[src/rtl/uart_pkg.sv]
// uart_pkg
// Shared constants and types for the UART transmit path.
//   c_CLKS_PER_BIT : baud divider for a 10 ns clock at 460800 baud
//   c_BYTE_W       : width of one serial data byte
//   tx_state_e     : launch controller states in front of uart_tx
package uart_pkg;

    localparam int c_CLKS_PER_BIT = 217;
    localparam int c_BYTE_W       = 8;

    typedef enum logic [1:0] {
        IDLE      = 2'd0,
        LAUNCH    = 2'd1,
        WAIT_DONE = 2'd2,
        GAP       = 2'd3
    } tx_state_e;

endpackage

[src/rtl/sync_fifo_8.sv]
// sync_fifo_8
// Circular byte FIFO with a separate occupancy counter.
// Ports:
//   clk, rst   : clock and asynchronous active-high reset
//   push       : enqueue request, with push_data
//   pop        : dequeue the head; the caller only pops when not empty
//   head_data  : current head entry, valid while not empty
//   full/empty : decoded from the occupancy count
//   count      : occupancy, 0..DEPTH
//   overflow   : one-cycle pulse the cycle after a push was dropped
module sync_fifo_8
    import uart_pkg::*;
#(
    parameter int DEPTH  = 16,
    parameter int ADDR_W = 4
)
(
    input  logic                clk,
    input  logic                rst,
    input  logic                push,
    input  logic [c_BYTE_W-1:0] push_data,
    input  logic                pop,
    output logic [c_BYTE_W-1:0] head_data,
    output logic                full,
    output logic                empty,
    output logic [ADDR_W:0]     count,
    output logic                overflow
);

    localparam logic [ADDR_W:0] DEPTH_C = DEPTH[ADDR_W:0];

    logic [c_BYTE_W-1:0] mem_q [DEPTH];
    logic [ADDR_W-1:0]   wr_ptr_q, wr_ptr_d;
    logic [ADDR_W-1:0]   rd_ptr_q, rd_ptr_d;
    logic [ADDR_W:0]     count_q, count_d;
    logic                overflow_q, overflow_d;
    logic                accept;

    // A push is still accepted when full if the head leaves in the same
    // cycle, because the freed slot is exactly the one being written.
    always_comb begin
        accept     = push && ((count_q != DEPTH_C) || pop);
        overflow_d = push && !accept;
        wr_ptr_d   = wr_ptr_q;
        rd_ptr_d   = rd_ptr_q;
        count_d    = count_q;
        if (accept) begin
            wr_ptr_d = wr_ptr_q + 1'b1;
        end
        if (pop) begin
            rd_ptr_d = rd_ptr_q + 1'b1;
        end
        if (accept && !pop) begin
            count_d = count_q + 1'b1;
        end else if (pop && !accept) begin
            count_d = count_q - 1'b1;
        end
    end

    always_ff @(posedge clk or posedge rst) begin
        if (rst) begin
            wr_ptr_q   <= '0;
            rd_ptr_q   <= '0;
            count_q    <= '0;
            overflow_q <= 1'b0;
        end else begin
            wr_ptr_q   <= wr_ptr_d;
            rd_ptr_q   <= rd_ptr_d;
            count_q    <= count_d;
            overflow_q <= overflow_d;
        end
    end

    // Storage has no reset; stale entries are unreachable once the
    // pointers and count are cleared.
    always_ff @(posedge clk) begin
        if (accept) begin
            mem_q[wr_ptr_q] <= push_data;
        end
    end

    assign head_data = mem_q[rd_ptr_q];
    assign count     = count_q;
    assign full      = (count_q == DEPTH_C);
    assign empty     = (count_q == '0);
    assign overflow  = overflow_q;

endmodule

[src/rtl/uart_tx_fifo.sv]
// uart_tx_fifo
// Byte buffer and launch controller placed in front of uart_tx.
// Ports:
//   i_Clock, i_Reset      : clock and asynchronous active-high reset
//   i_Wr_DV, i_Wr_Byte    : host write strobe and byte
//   o_Full, o_Empty       : FIFO occupancy flags
//   o_Count               : FIFO occupancy, 0..DEPTH
//   o_Overflow            : one-cycle pulse after a dropped write
//   i_TX_Active, i_TX_Done: status from uart_tx
//   o_TX_DV, o_TX_Byte    : launch handshake to uart_tx
module uart_tx_fifo
    import uart_pkg::*;
#(
    parameter int DEPTH  = 16,
    parameter int ADDR_W = 4
)
(
    input  logic                i_Clock,
    input  logic                i_Reset,
    input  logic                i_Wr_DV,
    input  logic [c_BYTE_W-1:0] i_Wr_Byte,
    output logic                o_Full,
    output logic                o_Empty,
    output logic [ADDR_W:0]     o_Count,
    output logic                o_Overflow,
    input  logic                i_TX_Active,
    input  logic                i_TX_Done,
    output logic                o_TX_DV,
    output logic [c_BYTE_W-1:0] o_TX_Byte
);

    tx_state_e           state_q, state_d;
    logic                tx_dv_q, tx_dv_d;
    logic [c_BYTE_W-1:0] tx_byte_q, tx_byte_d;
    logic                pop;
    logic [c_BYTE_W-1:0] head_data;
    logic                fifo_empty;

    sync_fifo_8 #(
        .DEPTH  (DEPTH),
        .ADDR_W (ADDR_W)
    ) u_fifo (
        .clk       (i_Clock),
        .rst       (i_Reset),
        .push      (i_Wr_DV),
        .push_data (i_Wr_Byte),
        .pop       (pop),
        .head_data (head_data),
        .full      (o_Full),
        .empty     (fifo_empty),
        .count     (o_Count),
        .overflow  (o_Overflow)
    );

    // Launch only when uart_tx reports idle: after a reset of this block
    // uart_tx may still be finishing a frame it was given earlier.
    // GAP absorbs the cycle uart_tx spends cleaning up after o_TX_Done.
    always_comb begin
        state_d   = state_q;
        tx_dv_d   = 1'b0;
        tx_byte_d = tx_byte_q;
        pop       = 1'b0;
        case (state_q)
            IDLE: begin
                if (!fifo_empty && !i_TX_Active) begin
                    pop       = 1'b1;
                    tx_byte_d = head_data;
                    tx_dv_d   = 1'b1;
                    state_d   = LAUNCH;
                end
            end
            LAUNCH: begin
                state_d = WAIT_DONE;
            end
            WAIT_DONE: begin
                if (i_TX_Done) begin
                    state_d = GAP;
                end
            end
            GAP: begin
                state_d = IDLE;
            end
            default: begin
                state_d = IDLE;
            end
        endcase
    end

    always_ff @(posedge i_Clock or posedge i_Reset) begin
        if (i_Reset) begin
            state_q   <= IDLE;
            tx_dv_q   <= 1'b0;
            tx_byte_q <= '0;
        end else begin
            state_q   <= state_d;
            tx_dv_q   <= tx_dv_d;
            tx_byte_q <= tx_byte_d;
        end
    end

    assign o_Empty   = fifo_empty;
    assign o_TX_DV   = tx_dv_q;
    assign o_TX_Byte = tx_byte_q;

endmodule

[config.mk]
export PLATFORM = sky130hd
export DESIGN_NAME = uart_tx_fifo
export DESIGN_NICKNAME = d
export VERILOG_FILES = /design/src/rtl/uart_pkg.sv /design/src/rtl/sync_fifo_8.sv /design/src/rtl/uart_tx_fifo.sv
export SDC_FILE = /design/constraint.sdc
export NUM_CORES = 1
export LEC_CHECK = 0
export CORE_MARGIN = 8
export CORE_UTILIZATION = 55
export CTS_BUF_LIST = sky130_fd_sc_hd__clkbuf_4
export CTS_CLUSTER_DIAMETER = 80
export DETAILED_ROUTE_END_ITERATION = 8
export PLACE_DENSITY = 0.82
export SLEW_MARGIN = 20
export SYNTH_ARGS = -nofsm -noshare
export SYNTH_HDL_FRONTEND = slang
export SYNTH_HIERARCHICAL = 1
export SYNTH_SLANG_ARGS = --single-unit
[constraint.sdc]
create_clock -name i_Clock -period 4.4 [get_ports i_Clock]
set_input_delay 0.66 -clock i_Clock [delete_from_list [all_inputs] [get_ports i_Clock]]
set_output_delay 0.66 -clock i_Clock [all_outputs]
set_load 0.01 [all_outputs]
==> reports/qor.yml, run 1 <==
n_fill_cell: 801
cp_slowest_stage_delay_ps: 480
die_x_microns: 123
syn_area_sq_um: 6320
first_pass_iters: 4
synth_edf_count: 128
tightest_slew_ps: 1050
synth_cells: 324
routedWlPerCell_microns: 22.7
start_util_pct: 55.8
grt_use_met2_pct: 25.8
power_frac_seq_pct: 47.4
die_h_microns: 123
insertion_delay_ps: 520
cts_buffers: 17
grt_first_pass_wirelength_microns: 18000
synth_nets: 349
num_vias: 3117
synth_cell_types: 40
synth.avg_cell_area_sq_um: 19.5
clock.fmax_mhz: 296
multi_input_area_sq_um: 1700
regArea_sq_um: 4470
outcome: "complete, no violations"
ant_nets: 0
fin_skew_ps: 21.6
place_congestion: 0.768
portBuffers: 29
grt_util_all_layers_pct: 16.3
antenna_found_initial: 0
vias_per_cell: 6.02
root_buffer: "clkbuf_4"
finalWirelength_microns: 11800
dp_hpwl_microns: 7390
slew_headroom_pct: 30.0
cp-start-kind: "flop"
use_met1_pct: 21.0
drv_slew: 0
dieArea_sq_um: 15200
synth-warning-count: 6
post-route-min-period_ps: 3380
post-route-period-util_pct: 76.8
grt_overflow: 0
p_int_uw: 3000
drt_iter0_drc: 282
async_flop_share_pct: 16.3
min_path_type: "in2async"
path_class: "reg2reg"
hold_violations: 0
num-nets-final: 386
cts.sinks: 153
cts_resized: 0
ys.flop_type: "edfxtp_1"
top_usage_layer: "met2"
post_cts_buffers: 0
drive_above_1_share_pct: 17.1
grt_pass1_vias: 3176
endpoint_kind: "flop"
core_area_sq_um: 11300
area_growth_pct: 11.0
ys_ff_latch: 153
p_clk_share_pct: 21.6
use_met3_pct: 4.66
rows: 39
rr_worst_depth: 13
ctsLongestPathBuffers: 2
cts_max_level: 4
setup_viol: 0
cp.required_ps: 4780
cts_tree: "built"
fin_util_pct: 62.0
netSwitchingFraction_pct: 31.4
seq_area_frac_synth_pct: 70.7
p_comb_share_pct: 31.0
power.leakage_uw: 0.00247
rsz0062_at_grt: "false"
io_pins: 30
ff2ff_setup_slack_ps: 1020
path_clk_slew_ps: 130
drc: 0
cpMaxStageDelayCell: "dfrtp_1"
crit_arrival_ps: 3760
postCtsHoldBufs: 0
cap_viol_max_count: 0
path_max_fanout: 6
p_switching_uw: 1370
setup_tns_ps: 0
grt_max_degree: 36
power_density_nw_per_um2: 624
vdd_drop_max_mv: 0.249
path_cells: "nor4_2 > nor2b_1 > nor3b_2 > nor2b_1 > nand2_1 > nand2_1 > inv_1 > ha_1 > inv_1 > ha_1 > a21o_1 > a2111oi_0 > o31ai_1"
==> power groups by stage <==
stage               Clock [uW]  Sequential, uW  Combinational, uW
floorplan                    0            1970               1070
global placement             0            2090               1290
detailed placement           0            2110               1350
CTS                        967            2080               1370
global route              1030            2110               1440
finish                     945            2070               1360
==> cell type report <==
| cell class | count | share of cell area, % |
|---|---|---|
| tap | 143 | 2.55 |
| clock buffer | 18 | 1.93 |
| multi-input combinational | 149 | 24.2 |
| timing repair buffer | 31 | 4.35 |
| antenna | 1 | 0.0357 |
| clock inverter | 14 | 2.76 |
| sequential | 153 | 63.7 |
| inverter | 9 | 0.481 |
==> cell families after synthesis <==
group | Yosys count | share of synthesized area, %
simple gates | 55 | 4.99
xor+xnor | 9 | 1.25
flops | 153 | 70.7
fa+ha+maj | 12 | 2.49
compound gates | 29 | 3.17
buf+inv | 22 | 2.44
mux | 44 | 14.9
==> cells in the mapped netlist (2+ instances only) <==
cell	n	area share, %
mux4_1	16	6.7
ha_1	11	2.2
dfrtp_1	25	9.9
mux2_4	8	1.9
xor2_1	2	0.28
o21ai_0	3	0.24
buf_2	2	0.16
nand3_1	2	0.16
nand2_1	16	0.95
buf_6	4	0.71
and2_1	14	1.4
and3_1	5	0.49
mux4_2	16	5.7
clkdlybuf4s25_2	3	0.48
a21oi_1	5	0.40
clkbuf_1	2	0.12
mux2_2	3	0.53
xnor2_1	7	0.97
nor2b_1	4	0.40
nor2_1	3	0.18
a21o_1	2	0.24
inv_1	9	0.53
a22oi_1	16	1.9
nor3_1	3	0.24
edfxtp_1	128	61
==> routing by layer <==
metal  vias to the layer above  part of all wire [%]
li1                       1372                     -
met1                      1626                    40
met2                       105                    51
met3                        14                   6.8
met4                         0                   1.5
met5                         -                     0
==> final timing paths <==
kind / endpoint / start
max in group asynchronous: u_fifo/rd_ptr_q[1] / i_Reset
max reg2reg: u_fifo/count[4] / u_fifo/count[0]
min reg2reg: state_q[0] / state_q[0]
min in group i_Clock: state_q[0] / state_q[0]
max: u_fifo/count[4] / u_fifo/count[0]
min: o_TX_Byte[4] / i_Reset
==> worst max-delay path, delay by kind of cell (launching register included) <==
family	cells	cell delay, ps
AOI/OAI and AO/OA	3	740
adders and majority gates	2	530
buffers and inverters	2	250
DFF	1	480
and+or+nand+nor	6	1250
==> state kept, by name, indices dropped and copies added, names as in the netlist <==
register and count:
u_fifo/mem_q 128, o_TX_Byte 8, u_fifo/count 5, u_fifo/rd_ptr_q 4
u_fifo/wr_ptr_q 4, state_q 2, o_TX_DV 1, u_fifo/overflow 1
==> through the flow <==
stage               setup slack (ps)  instances  total power [uW]  area, sq um  hold slack (ps)
floorplan                       1080        324              3040         6320              462
global placement                1090        485              3380         6690              476
detailed placement              1000        485              3460         6690              492
CTS                             1030        517              4420         7010              443
global route                     734        517              4580         7020              449
finish                          1020        518              4380         7020              465
==> cells in the final DEF, fill, tap and decap left out, types with 2 or more instances in the layout <==
| master | count |
|---|---|
| edfxtp_1 | 128 |
| clkdlybuf4s50_1 | 29 |
| dfrtp_1 | 23 |
| clkbuf_4 | 18 |
| nand2_1 | 16 |
| mux4_2 | 16 |
| a22oi_1 | 16 |
| mux4_1 | 16 |
| and2_1 | 14 |
| ha_1 | 11 |
| inv_1 | 9 |
| mux2_4 | 8 |
| xnor2_1 | 7 |
| a21oi_1 | 5 |
| and3_1 | 5 |
| bufinv_16 | 4 |
| nor2b_1 | 4 |
| nor2_1 | 3 |
| o21ai_0 | 3 |
| clkinv_1 | 3 |
| clkinv_4 | 3 |
| mux2_2 | 3 |
| nor3_1 | 3 |
| inv_6 | 2 |
| buf_4 | 2 |
| nand3_1 | 2 |
| a21o_1 | 2 |
| xor2_1 | 2 |
| dfrtp_2 | 2 |
No activity file was read; power rests on OpenSTA's default activity.
==> run 2, diff against run 1 <==
--- a/config.mk
+++ b/config.mk
@@ -10,7 +10,7 @@
 export CTS_BUF_LIST = sky130_fd_sc_hd__clkbuf_4
 export CTS_CLUSTER_DIAMETER = 80
 export DETAILED_ROUTE_END_ITERATION = 8
-export PLACE_DENSITY = 0.82
+export PLACE_DENSITY = 0.85
 export SLEW_MARGIN = 20
 export SYNTH_ARGS = -nofsm -noshare
 export SYNTH_HDL_FRONTEND = slang
==> constraint.sdc (replaced) <==
create_clock -name i_Clock -period 2.95 [get_ports i_Clock]
set_input_delay 0.4425 -clock i_Clock [delete_from_list [all_inputs] [get_ports i_Clock]]
set_output_delay 0.4425 -clock i_Clock [all_outputs]
set_load 0.01 [all_outputs]
==> reports/qor.yml, run 2 (same netlist as run 1, synthesis figures left out) <==
setup_viol: 0  # unchanged
place_congestion: 0.773  # +0.68%
setup_slack_ps: 198  # -823 ps
die_h_microns: 123  # unchanged
root_buffer: "clkbuf_4"
startpoint: "u_fifo/count[2]"
postCtsHoldBufs: 0  # unchanged
top_register: "u_fifo/mem_q"
cts.sinks: 153  # unchanged
clock.fmax_mhz: 363  # +23%
drv_slew: 0  # unchanged
cp-start-kind: "flop"
crit_arrival_ps: 3170  # -590 ps
grt_overflow: 0  # unchanged
largest_reg_flops: 128  # unchanged
io_pins: 30  # unchanged
cp.required_ps: 3360  # -1420 ps
fin_skew_ps: 33.5  # +11.8 ps
first_pass_iters: 5  # +1
portBuffers: 29  # unchanged
endpoint_kind: "flop"
regArea_sq_um: 4470  # about the same
antenna_found_initial: 1  # +1
reg2reg_to: "u_fifo/count[4]"
path_max_fanout: 14  # +8
ant_nets: 0  # unchanged
outcome: "complete, no violations"
r2r_start: "u_fifo/count[2]"
power_density_nw_per_um2: 926  # +48%
top_usage_layer: "met2"
cpMaxStageDelayCell: "dfrtp_2"
path_clk_slew_ps: 130  # about the same
start_util_pct: 55.8  # unchanged
post-route-period-util_pct: 93.3  # +16 points
die_x_microns: 123  # unchanged
drt_iter0_drc: 276  # -2.1%
post-route-min-period_ps: 2750  # -627 ps
vdd_drop_max_mv: 0.686  # +180%
finalWirelength_microns: 11900  # +0.97%
place_ws_ps: -63.9  # -1060 ps
layout_common_cells: "edfxtp_1, clkdlybuf4s50_1, dfrtp_1"
rows: 39  # unchanged
n_fill_cell: 762  # -4.9%
dieArea_sq_um: 15200  # unchanged
rr_worst_depth: 11  # -2
grt_util_all_layers_pct: 17.0  # +0.69 points
fin_util_pct: 62.8  # +0.78 points
cap_viol_max_count: 0  # unchanged
tightest_slew_ps: 720  # -330 ps
hold_ws_ps: 207  # -258 ps
cts_tree: "built"
grt_use_met2_pct: 27.0  # +1.2 points
grt_first_pass_wirelength_microns: 18600  # +3.4%
num-nets-final: 394  # +2.1%
drive_above_1_share_pct: 21.5  # +4.4 points
final_common_cell: "edfxtp_1"
ff2ff_setup_slack_ps: 200  # -820 ps
vias_per_cell: 6.06  # +0.79%
area_growth_pct: 12.5
drc: 0  # unchanged
power.leakage_uw: 0.00251  # +1.5%
multi_input_area_sq_um: 1730  # +2.1%
ctsLongestPathBuffers: 2  # unchanged
cts_max_level: 4  # unchanged
dp_hpwl_microns: 7770  # +5.2%
core_area_sq_um: 11300  # unchanged
finalPower_uw: 6580  # +50%
insertion_delay_ps: 550  # +30 ps
path_class: "reg2reg"
slew_headroom_pct: 51.9  # +22 points
use_met1_pct: 22.0  # +0.96 points
cts_buffers: 17  # unchanged
num_vias: 3190  # +2.3%
routedWlPerCell_microns: 22.6  # -0.57%
cp_slowest_stage_delay_ps: 450  # -30 ps
path_cells: "nor4_4 > nor2b_4 > nor3b_2 > buf_4 > inv_1 > ha_2 > inv_4 > fa_2 > a21o_1 > a2111oi_2 > o31ai_1"
rsz0062_at_grt: "false"
hold_violations: 0  # unchanged
grt_max_degree: 36  # unchanged
min_path_type: "in2async"
grt_pass1_vias: 3243  # +2.1%
use_met3_pct: 4.16  # -0.50 points
==> run 2: how the worst max path moves through the flow <==
stage | to | slack (ps) | cells past startpoint
floorplan | u_fifo/count[4] | 40 | 14
global placement | u_fifo/count[4] | 100 | 12
detailed placement | u_fifo/count[4] | -60 | 13
CTS | u_fifo/count[4] | 80 | 12
global route | u_fifo/count[4] | 30 | 12
finish | u_fifo/count[4] | 200 | 11
==> run 2: cell type report <==
| type | instances | share of cell area (%) |
|---|---|---|
| Antenna cell | 1 | 0.0352 |
| Clock buffer | 21 | 2.22 |
| Clock inverter | 11 | 2.08 |
| Inverter | 9 | 0.511 |
| Multi-Input combinational cell | 149 | 24.4 |
| Sequential cell | 153 | 62.9 |
| Tap cell | 143 | 2.52 |
| Timing Repair Buffer | 39 | 5.32 |
==> run 2: stage by stage <==
stage | cells | cell area, sq um | TNS, ps
after global placement | 492 | 6780 | 0
after global routing | 526 | 7110 | 0
after detailed placement | 492 | 6780 | -63.9
after CTS | 524 | 7090 | 0
after floorplan | 324 | 6350 | 0
final | 526 | 7110 | 0
==> run 2: where the power goes <==
group	switching, uW	internal [uW]	total (uW)	leakage [uW]
Clock	710	630	1340	0.000165
Combinational	1140	1190	2330	0.000892
Sequential	213	2700	2910	0.00145
==> run 2: repair_timing <==
action / in CTS / in global routing
endpoints found under the setup margin: 0 / 1
hold endpoints to repair: 0 / 0
gates resized for setup: 0 / 3
buffers inserted: 0 / 1
==> run 2: critical path, delay by kind of cell (launching register included) <==
kind | cells | cell delay, ps
fa+ha+maj | 2 | 550
compound gates | 3 | 700
simple gates | 3 | 580
buf+inv | 3 | 350
flops | 1 | 450
==> run 2: per-layer routing <==
layer | wire length [microns] | vias up
li1 | - | 1402
met1 | 4830 | 1632
met2 | 5920 | 129
met3 | 811 | 27
met4 | 323 | 0
met5 | 0 | -
